File: src/rtl/mau_pkg.sv
// Shared definitions for the memory access unit.
// Contents: funct3 access-size codes, FSM state type, and helper functions
// for legality, alignment and byte-enable generation.
package mau_pkg;

  localparam logic [2:0] F3_B  = 3'b000;
  localparam logic [2:0] F3_H  = 3'b001;
  localparam logic [2:0] F3_W  = 3'b010;
  localparam logic [2:0] F3_BU = 3'b100;
  localparam logic [2:0] F3_HU = 3'b101;

  typedef enum logic [1:0] {
    IDLE = 2'd0,
    BUS  = 2'd1,
    DONE = 2'd2
  } mau_state_t;

  // Unsigned variants only make sense for loads.
  function automatic logic f3_legal(input logic we, input logic [2:0] f3);
    case (f3)
      F3_B, F3_H, F3_W: return 1'b1;
      F3_BU, F3_HU:     return ~we;
      default:          return 1'b0;
    endcase
  endfunction

  function automatic logic addr_misaligned(input logic [2:0] f3, input logic [1:0] off);
    case (f3)
      F3_H, F3_HU: return off[0];
      F3_W:        return off != 2'b00;
      default:     return 1'b0;
    endcase
  endfunction

  function automatic logic [3:0] byte_enables(input logic [2:0] f3, input logic [1:0] off);
    case (f3)
      F3_B, F3_BU: return 4'b0001 << off;
      F3_H, F3_HU: return 4'b0011 << off;
      default:     return 4'b1111;
    endcase
  endfunction

endpackage

File: src/rtl/load_extend.sv
// Combinational load-data alignment and extension.
// Ports:
//   rdata  in  32  raw bus word
//   off    in  2   byte offset of the access within the word
//   funct3 in  3   access size / signedness
//   data   out 32  lane-selected, sign- or zero-extended result
module load_extend
  import mau_pkg::*;
(
  input  logic [31:0] rdata,
  input  logic [1:0]  off,
  input  logic [2:0]  funct3,
  output logic [31:0] data
);

  logic [31:0] shifted;

  always_comb begin
    // Bring the addressed lane down to bit 0; W accesses are aligned so off is 0.
    shifted = rdata >> {off, 3'b000};
    case (funct3)
      F3_B:    data = {{24{shifted[7]}}, shifted[7:0]};
      F3_BU:   data = {24'h0, shifted[7:0]};
      F3_H:    data = {{16{shifted[15]}}, shifted[15:0]};
      F3_HU:   data = {16'h0, shifted[15:0]};
      default: data = shifted;
    endcase
  end

endmodule

File: src/rtl/mem_access_unit.sv
// Load/store unit between a single-cycle core data port and a handshaked bus.
// Optional feature macro: MAU_TIMEOUT_EN (enables a BUS-state watchdog sized
// by TIMEOUT_CYCLES that aborts the access with err=1).
// Ports:
//   clk, reset (async, active-low)
//   req_valid/req_we/req_funct3/req_addr/req_wdata  core request
//   stall      hold the core while the access is outstanding
//   rdata      extended load result, valid in DONE
//   err        one-cycle pulse: illegal, misaligned or timed out
//   bus_req/bus_we/bus_addr/bus_be/bus_wdata       bus request
//   bus_ack/bus_rdata                              bus response
//   dbg_state  current FSM state
//
// Bus handshake: bus_req rises on entry to BUS and every bus output stays
// constant until the cycle bus_ack is sampled high; that cycle completes the
// transfer (bus_rdata is captured then) and bus_req is low from the next cycle.
module mem_access_unit
  import mau_pkg::*;
  #(parameter int unsigned TIMEOUT_CYCLES = 256)
(
  input  logic        clk,
  input  logic        reset,
  input  logic        req_valid,
  input  logic        req_we,
  input  logic [2:0]  req_funct3,
  input  logic [31:0] req_addr,
  input  logic [31:0] req_wdata,
  output logic        stall,
  output logic [31:0] rdata,
  output logic        err,
  output logic        bus_req,
  output logic        bus_we,
  output logic [31:0] bus_addr,
  output logic [3:0]  bus_be,
  output logic [31:0] bus_wdata,
  input  logic        bus_ack,
  input  logic [31:0] bus_rdata,
  output logic [1:0]  dbg_state
);

  mau_state_t  state_q, state_d;
  logic        bus_we_q, bus_we_d;
  logic [31:0] bus_addr_q, bus_addr_d;
  logic [3:0]  bus_be_q, bus_be_d;
  logic [31:0] bus_wdata_q, bus_wdata_d;
  logic [31:0] rdata_q, rdata_d;
  logic [1:0]  off_q, off_d;
  logic [2:0]  f3_q, f3_d;
  logic [31:0] ext_data;
  logic        req_ok;
  logic        accept;
  logic        expire;
`ifdef MAU_TIMEOUT_EN
  logic [31:0] cnt_q, cnt_d;
  logic        tmo_q, tmo_d;
`endif

  assign req_ok = f3_legal(req_we, req_funct3) & ~addr_misaligned(req_funct3, req_addr[1:0]);
  assign accept = (state_q == IDLE) & req_valid & req_ok;

`ifdef MAU_TIMEOUT_EN
  // An ack in the last allowed cycle takes priority over expiry.
  assign expire = (state_q == BUS) & ~bus_ack & (cnt_q == TIMEOUT_CYCLES - 1);
`else
  assign expire = 1'b0;
`endif

  load_extend u_load_extend (
    .rdata  (bus_rdata),
    .off    (off_q),
    .funct3 (f3_q),
    .data   (ext_data)
  );

  // State register and datapath flops.
  always_ff @(posedge clk or negedge reset) begin
    if (!reset) begin
      state_q     <= IDLE;
      bus_we_q    <= 1'b0;
      bus_addr_q  <= 32'h0;
      bus_be_q    <= 4'h0;
      bus_wdata_q <= 32'h0;
      rdata_q     <= 32'h0;
      off_q       <= 2'b00;
      f3_q        <= 3'b000;
`ifdef MAU_TIMEOUT_EN
      cnt_q       <= 32'h0;
      tmo_q       <= 1'b0;
`endif
    end else begin
      state_q     <= state_d;
      bus_we_q    <= bus_we_d;
      bus_addr_q  <= bus_addr_d;
      bus_be_q    <= bus_be_d;
      bus_wdata_q <= bus_wdata_d;
      rdata_q     <= rdata_d;
      off_q       <= off_d;
      f3_q        <= f3_d;
`ifdef MAU_TIMEOUT_EN
      cnt_q       <= cnt_d;
      tmo_q       <= tmo_d;
`endif
    end
  end

  // Next-state logic.
  always_comb begin
    state_d = state_q;
    case (state_q)
      IDLE:    if (accept) state_d = BUS;
      BUS:     if (bus_ack || expire) state_d = DONE;
      DONE:    state_d = IDLE;
      default: state_d = IDLE;
    endcase
  end

  // Datapath next values.
  always_comb begin
    bus_we_d    = bus_we_q;
    bus_addr_d  = bus_addr_q;
    bus_be_d    = bus_be_q;
    bus_wdata_d = bus_wdata_q;
    rdata_d     = rdata_q;
    off_d       = off_q;
    f3_d        = f3_q;
`ifdef MAU_TIMEOUT_EN
    cnt_d       = cnt_q;
    tmo_d       = 1'b0;
`endif
    if (accept) begin
      bus_we_d   = req_we;
      bus_addr_d = {req_addr[31:2], 2'b00};
      bus_be_d   = byte_enables(req_funct3, req_addr[1:0]);
      off_d      = req_addr[1:0];
      f3_d       = req_funct3;
      case (req_funct3)
        F3_B:    bus_wdata_d = {4{req_wdata[7:0]}};
        F3_H:    bus_wdata_d = {2{req_wdata[15:0]}};
        default: bus_wdata_d = req_wdata;
      endcase
`ifdef MAU_TIMEOUT_EN
      cnt_d = 32'h0;
`endif
    end
    if (state_q == BUS) begin
`ifdef MAU_TIMEOUT_EN
      cnt_d = cnt_q + 32'd1;
`endif
      if (bus_ack) begin
        rdata_d = bus_we_q ? 32'h0 : ext_data;
      end else if (expire) begin
        rdata_d = 32'h0;
`ifdef MAU_TIMEOUT_EN
        tmo_d   = 1'b1;
`endif
      end
    end
  end

  // Outputs.
  always_comb begin
    // DONE releases the core for its single completion cycle.
    stall   = req_valid & req_ok & (state_q != DONE);
    bus_req = (state_q == BUS);
    err     = (state_q == IDLE) & req_valid & ~req_ok;
`ifdef MAU_TIMEOUT_EN
    err     = err | tmo_q;
`endif
  end

  assign bus_we    = bus_we_q;
  assign bus_addr  = bus_addr_q;
  assign bus_be    = bus_be_q;
  assign bus_wdata = bus_wdata_q;
  assign rdata     = rdata_q;
  assign dbg_state = state_q;

endmodule

File: config.mk
export PLATFORM = sky130hd
export DESIGN_NAME = mem_access_unit
export DESIGN_NICKNAME = d
export VERILOG_FILES = /design/src/rtl/mau_pkg.sv /design/src/rtl/load_extend.sv /design/src/rtl/mem_access_unit.sv
export SDC_FILE = /design/constraint.sdc
export NUM_CORES = 1
export LEC_CHECK = 0
export CAP_MARGIN = 10
export CORE_MARGIN = 4
export CORE_UTILIZATION = 28
export DETAILED_ROUTE_END_ITERATION = 6
export DONT_BUFFER_PORTS = 1
export SYNTH_ARGS = -nofsm -noshare
export SYNTH_HDL_FRONTEND = slang
export SYNTH_HIERARCHICAL = 1
export SYNTH_SLANG_ARGS = --single-unit
File: constraint.sdc
create_clock -name clk -period 3.7 [get_ports clk]
set_input_delay 0.37 -clock clk [delete_from_list [all_inputs] [get_ports clk]]
set_output_delay 0.37 -clock clk [all_outputs]
set_load 0.005 [all_outputs]
---- After elaboration in Yosys (flattened, before gate mapping) ----
Cells that the tools add are included.
cells by class
  eq/ne operators ......................... 11
  bitwise gates (word level) .............. 9
  reduce and logical (&&, ||, !) cells .... 10
  mux-type cells .......................... 9
  shift-type cells ........................ 3
operator list
  cell                 number
  $pmux 32 s4          1
  $pmux 32 s2          1
  $mux 32              1
  $shr 32x5->32        1
  $eq 3x3->1 const B   4
  $pmux 4 s2           1
  $and 1x1->1          6
  $eq 3x1->1 const B   2
  $logic_not 3->1      2
  $reduce_or 2->1      3
  $mux 2               2
  $ne 2x2->1 const B   2
  $pmux 1 s2           2
  $pmux 2 s2           1
  $reduce_and 2->1     2
  $shl 1x2->4 const A  1
  $shl 2x2->4 const A  1
  $eq 3x2->1 const B   1
  $not 1->1            3
  $reduce_or 3->1      1
  $eq 2x1->1 const B   1
  $logic_not 2->1      1
  $ne 2x1->1 const B   1
  $reduce_bool 2->1    1
storage, ports and cells
  bits in registers ....................... 106
  output and inout bits ................... 106
  logic and storage cells ................. 50
  bits of input ports ..................... 104

---- Depth between registers and ports, before layout ----
  depth after elaboration ................. 8
  depth in mapped cells ................... 8
  depth with buffers taken out ............ 6

---- Hierarchy ----
The synthesis kept the hierarchy.
by module, submodules not included
  module           area an instance (µm²)  cells an instance  seq. area each (µm²)  times used
  mem_access_unit  4895.9                  367                2652.5                1
  load_extend      694.4                   107                0.0                   1

---- Least setup slack after synthesis ----
OpenSTA, ideal clock, no wires.
  path kind ............................... input-to-reg
  start ................................... input port req_funct3[0]
  end ..................................... register bus_wdata_q[10] (netlist: bus_wdata[10])
  path slack .............................. 1.997 ns
  library setup time ...................... 0.125 ns
  cell stages on the path ................. 4
  buffers on the path ..................... 1
  data arrival time ....................... 1.578 ns
  cell sequence ........................... buf_4 > nor3_2 > mux2_2 > mux2_4
between the ends
  word-level cells in the longest chain between the ends .. 6
ends and longest elaborated chain
  what                                      RTL line                                              text
  start: declaration                        mem_access_unit.sv:25                                 input logic [2:0] req_funct3,
  $eq 3x1->1 or $eq 3x3->1 (tied branches)  mau_pkg.sv:20, mau_pkg.sv:28, mem_access_unit.sv:136
  $reduce_or 2->1                           mau_pkg.sv:28                                         case (f3)
  $pmux 1 s2                                mau_pkg.sv:28
  $not 1->1                                 mem_access_unit.sv:58                                 assign req_ok = f3_legal(req_we, req_funct3) & ~addr_misaligned(req_funct3, req_addr[1:0]);
  $and 1x1->1                               mem_access_unit.sv:58
  $and 1x1->1                               mem_access_unit.sv:59                                 assign accept = (state_q == IDLE) & req_valid & req_ok;
  end signal: assignment                    mem_access_unit.sv:95                                 bus_wdata_q <= bus_wdata_d;
  end: declaration                          mem_access_unit.sv:45                                 logic [31:0] bus_wdata_q, bus_wdata_d;
Several ways; a longest one is shown, not always the timed one.
A chain may end at the register's enable or synchronous reset.

---- Worst setup path in the final report ----
  start ................................... register off_q[0]
  end ..................................... register rdata_q[19] (netlist: rdata[19])
between the ends
  word-level cells in the longest chain between the ends .. 3
ends and longest elaborated chain
  what                      RTL line                text
  start: declaration        mem_access_unit.sv:47   logic [1:0] off_q, off_d;
  start signal: assignment  mem_access_unit.sv:84   off_q <= 2'b00;
  start signal: assignment  mem_access_unit.sv:97   off_q <= off_d;
  $shr 32x5->32             load_extend.sv:20       shifted = rdata >> {off, 3'b000};
  $pmux 32 s4               load_extend.sv:21       case (funct3)
  named net ext_data[19]    mem_access_unit.sv:49   logic [31:0] ext_data;
  $mux 32                   mem_access_unit.sv:150  rdata_d = bus_we_q ? 32'h0 : ext_data;
  end signal: assignment    mem_access_unit.sv:96   rdata_q <= rdata_d;
  end: declaration          mem_access_unit.sv:46   logic [31:0] rdata_q, rdata_d;
The timed path passes the listed nets, and every way through them passes these cells.

==> run metrics <==
outcome complete, no violations; Slew Limit Headroom 37.09%; fraction of layout instances using a drive strength above 1 25.32%; most common cell after layout, fill and taps aside sky130_fd_sc_hd__dfrtp_1; vias per cell 4.786; summed instance area of the synthesized netlist 5590 um^2; Post-Route WL 14.75 mm; unrepaired setup endpoints after global routing false; vias in the first global route 3629; power share of the combinational group 26.5%; clock buffers created by TritonCTS 9; initial cell density of the core 28.63%; Chip Height 149.3 um; worst skew pair latency 350 ps; worst setup margin 1557 ps; Clock Path Buffers 2; routed wire length per instance 20.26 um; Clk pin slew, worst setup/hold paths 80 ps; TritonCTS clock tree built; Setup crit end kind register; Final Hold Slack 136.8 ps; clock period minus final worst setup slack 2143 ps; Total Nets Final 561; total internal power 2.682 mW; count of max-cap constraint violations 0; number of cell rows 51; Post-Place Cell Area 5719 um^2; Setup TNS 0 ps; Crit Path Class register to register; CTS HTree Levels 3; DRC viols 0; total leakage power 2.805 nW; I/O Buffers 0; capture endpoint of the worst hold path dbg_state[0]$_DFFE_PN0P_; worst min-delay path category input pin to register; GRT Resource Usage Total 12.81%; remaining antenna violation count after routing 0; most frequently used flop master after synthesis sky130_fd_sc_hd__dfrtp_1; warning count from the yosys run 6; commonest cells after routing, fill and taps aside sky130_fd_sc_hd__dfrtp_1, sky130_fd_sc_hd__mux2_4, sky130_fd_sc_hd__o21ai_0; max-slew violation total from the final report 0; Cells on Worst Hold Path 1; die area 22290 um^2; HPWL Detailed 10.82 mm; worst hold start bus_ack; number of flops mapped to enable cells by yosys 0; cells on worst reg2reg path 7; top cell type's share of synthesized area 47.45%; portion of the post-synthesis area used by sequential elements 47.45%; count of endpoints failing hold in the final timing report 0; signal arrival time at the worst endpoint 2360 ps; width of the die 149.3 um; worst slew pin tran 943.6 ps; Power Density 675.4 nW/um^2; number of detailed-routing iterations run before antenna repair 4; number of top-level pins 210; filler cell count in the final layout 2007; clock sinks 106; top area cells in the synthesized netlist sky130_fd_sc_hd__dfrtp_1, sky130_fd_sc_hd__mux2_4, sky130_fd_sc_hd__mux2i_1; fraction of power consumed by the clock network 24.0%; Yosys cell types 33; Setup violations, final 0; proportion of synthesized flip-flops having asynchronous set or reset 100.0%; number of cells produced by synthesis 474; worst flop-to-flop path startpoint off_q[0]$_DFFE_PN0P_; post-route design area 6055 um^2; CP startpoint kind register; total via count in the routed design 3484; worst setup skew after layout 10.40 ps; Max rail drop VDD 0.2461 mV; required time at the endpoint of the critical path 3920 ps; portion of total power attributed to sequential cells 49.5%; critical path peak fanout 33; global-route wire length before repair 21.90 mm; pre-CTS worst setup slack 1595 ps; Starting DRT DRC Count 112; layout-stage area growth over the synthesis result 8.304%; Max Fclk 0.4666 GHz; slack of the worst reg-to-reg path 1560 ps; initial antenna violation count 1; syn avg cell area 11.79 um^2; number of post-CTS setup repair buffers 0; switching power total 1.408 mW; r2r endpoint rdata[19]$_DFFE_PN0P_; GP Congestion 0.8236; gr ovfl total 0; Tcrit/Tclk final 57.92%; origin of the worst setup path off_q[0]$_DFFE_PN0P_; library cell with the largest summed area after synthesis sky130_fd_sc_hd__dfrtp_1; pin count of the biggest net entering global routing 107; register bit total from synthesis 106; core area 19530 um^2; CTS Root Buffer Type sky130_fd_sc_hd__clkbuf_16; net switching share of the total power 34.42%
-- synth_stat cells (8+ instances only) --
cell type	n
sky130_fd_sc_hd__mux2_2	17
sky130_fd_sc_hd__o21ai_0	57
sky130_fd_sc_hd__nor2_1	21
sky130_fd_sc_hd__nand2_1	50
sky130_fd_sc_hd__nand2b_1	33
sky130_fd_sc_hd__a21oi_1	8
sky130_fd_sc_hd__dfrtp_1	106
sky130_fd_sc_hd__a211oi_1	14
sky130_fd_sc_hd__mux2i_1	31
sky130_fd_sc_hd__clkbuf_1	14
sky130_fd_sc_hd__mux2_4	68
sky130_fd_sc_hd__buf_6	11
sky130_fd_sc_hd__nor2b_1	8
-- power by group through the flow --
stage / registers, mW / clock network (mW) / logic [mW]
global placement: 2.05 / 0 / 1.03
floorplan: 1.84 / 0 / 0.998
CTS: 2.04 / 1.01 / 1.09
finish: 2.03 / 0.979 / 1.08
detailed placement: 2.05 / 0 / 1.07
global route: 2.09 / 1.06 / 1.20
-- layout make-up --
| class | instances | area (um^2) | area share [%] |
|---|---|---|---|
| Antenna cell | 1 | 2.502 | 0.04133 |
| Clock buffer | 10 | 239.0 | 3.947 |
| Clock inverter | 6 | 56.30 | 0.9299 |
| Inverter | 6 | 22.52 | 0.3720 |
| Multi-Input combinational cell | 328 | 2683 | 44.31 |
| Sequential cell | 106 | 2653 | 43.81 |
| Tap cell | 265 | 331.6 | 5.476 |
| Timing Repair Buffer | 6 | 67.56 | 1.116 |
-- worst max-delay path, stage by stage, from the launching register on --
cell                       delay (ps)
sky130_fd_sc_hd__dfrtp_1          400
sky130_fd_sc_hd__buf_4            400
sky130_fd_sc_hd__mux2i_1          350
sky130_fd_sc_hd__nand3b_1         130
sky130_fd_sc_hd__o211ai_2         300
sky130_fd_sc_hd__o21ai_0          240
sky130_fd_sc_hd__nand2b_1         120
sky130_fd_sc_hd__o21ai_0           70
-- kinds of logic (layout without fill, tap and decap cells) --
kind of cell	Yosys count	in the layout	share of synthesized area, %
other	1	3	0.06708
multiplexers	116	116	27.24
AO/OA/AOI/OAI	89	89	9.669
buffers and inverters	41	28	4.633
AND/OR/NAND/NOR	121	121	10.94
flip-flops	106	106	47.45
-- flip-flops by register name, indices dropped and copies added (netlist names) --
name,cells
bus_wdata,32
rdata,32
bus_addr,30
bus_be,4
f3_q,3
dbg_state,2
off_q,2
bus_we,1
-- through the flow --
step / cells / utilization, % / power (mW)
2_1_floorplan: 475 / - / 2.838
3_3_place_gp: 709 / 29.29 / 3.082
3_5_place_dp: 709 / 29.29 / 3.122
4_1_cts: 727 / 30.99 / 4.150
5_1_grt: 728 / 31.01 / 4.356
6_report: 728 / 31.01 / 4.089
-- routing by layer --
metal	wire (um)	track usage, %	vias up
li1	-	-	1598
met1	5882	15.29	1681
met2	6803	19.98	194
met3	1885	6.746	11
met4	180	4.073	0
met5	0	0	-
-- worst max path at each step --
stage / slack (ps) / endpoint / depth (start not counted)
finish: 1560 / rdata[19]$_DFFE_PN0P_ / 7
global route: 1380 / rdata[24]$_DFFE_PN0P_ / 6
CTS: 1580 / rdata[10]$_DFFE_PN0P_ / 7
detailed placement: 1600 / rdata[19]$_DFFE_PN0P_ / 7
global placement: 1690 / rdata[19]$_DFFE_PN0P_ / 7
floorplan: 2000 / bus_wdata[10]$_DFFE_PN0P_ / 4
-- timing repair --
action | in CTS | in global routing
resized for setup | 0 | 0
hold buffers | 2 | 0
hold endpoints to repair | 106 | 0
Note: power is estimated with default switching activity, not from simulation.
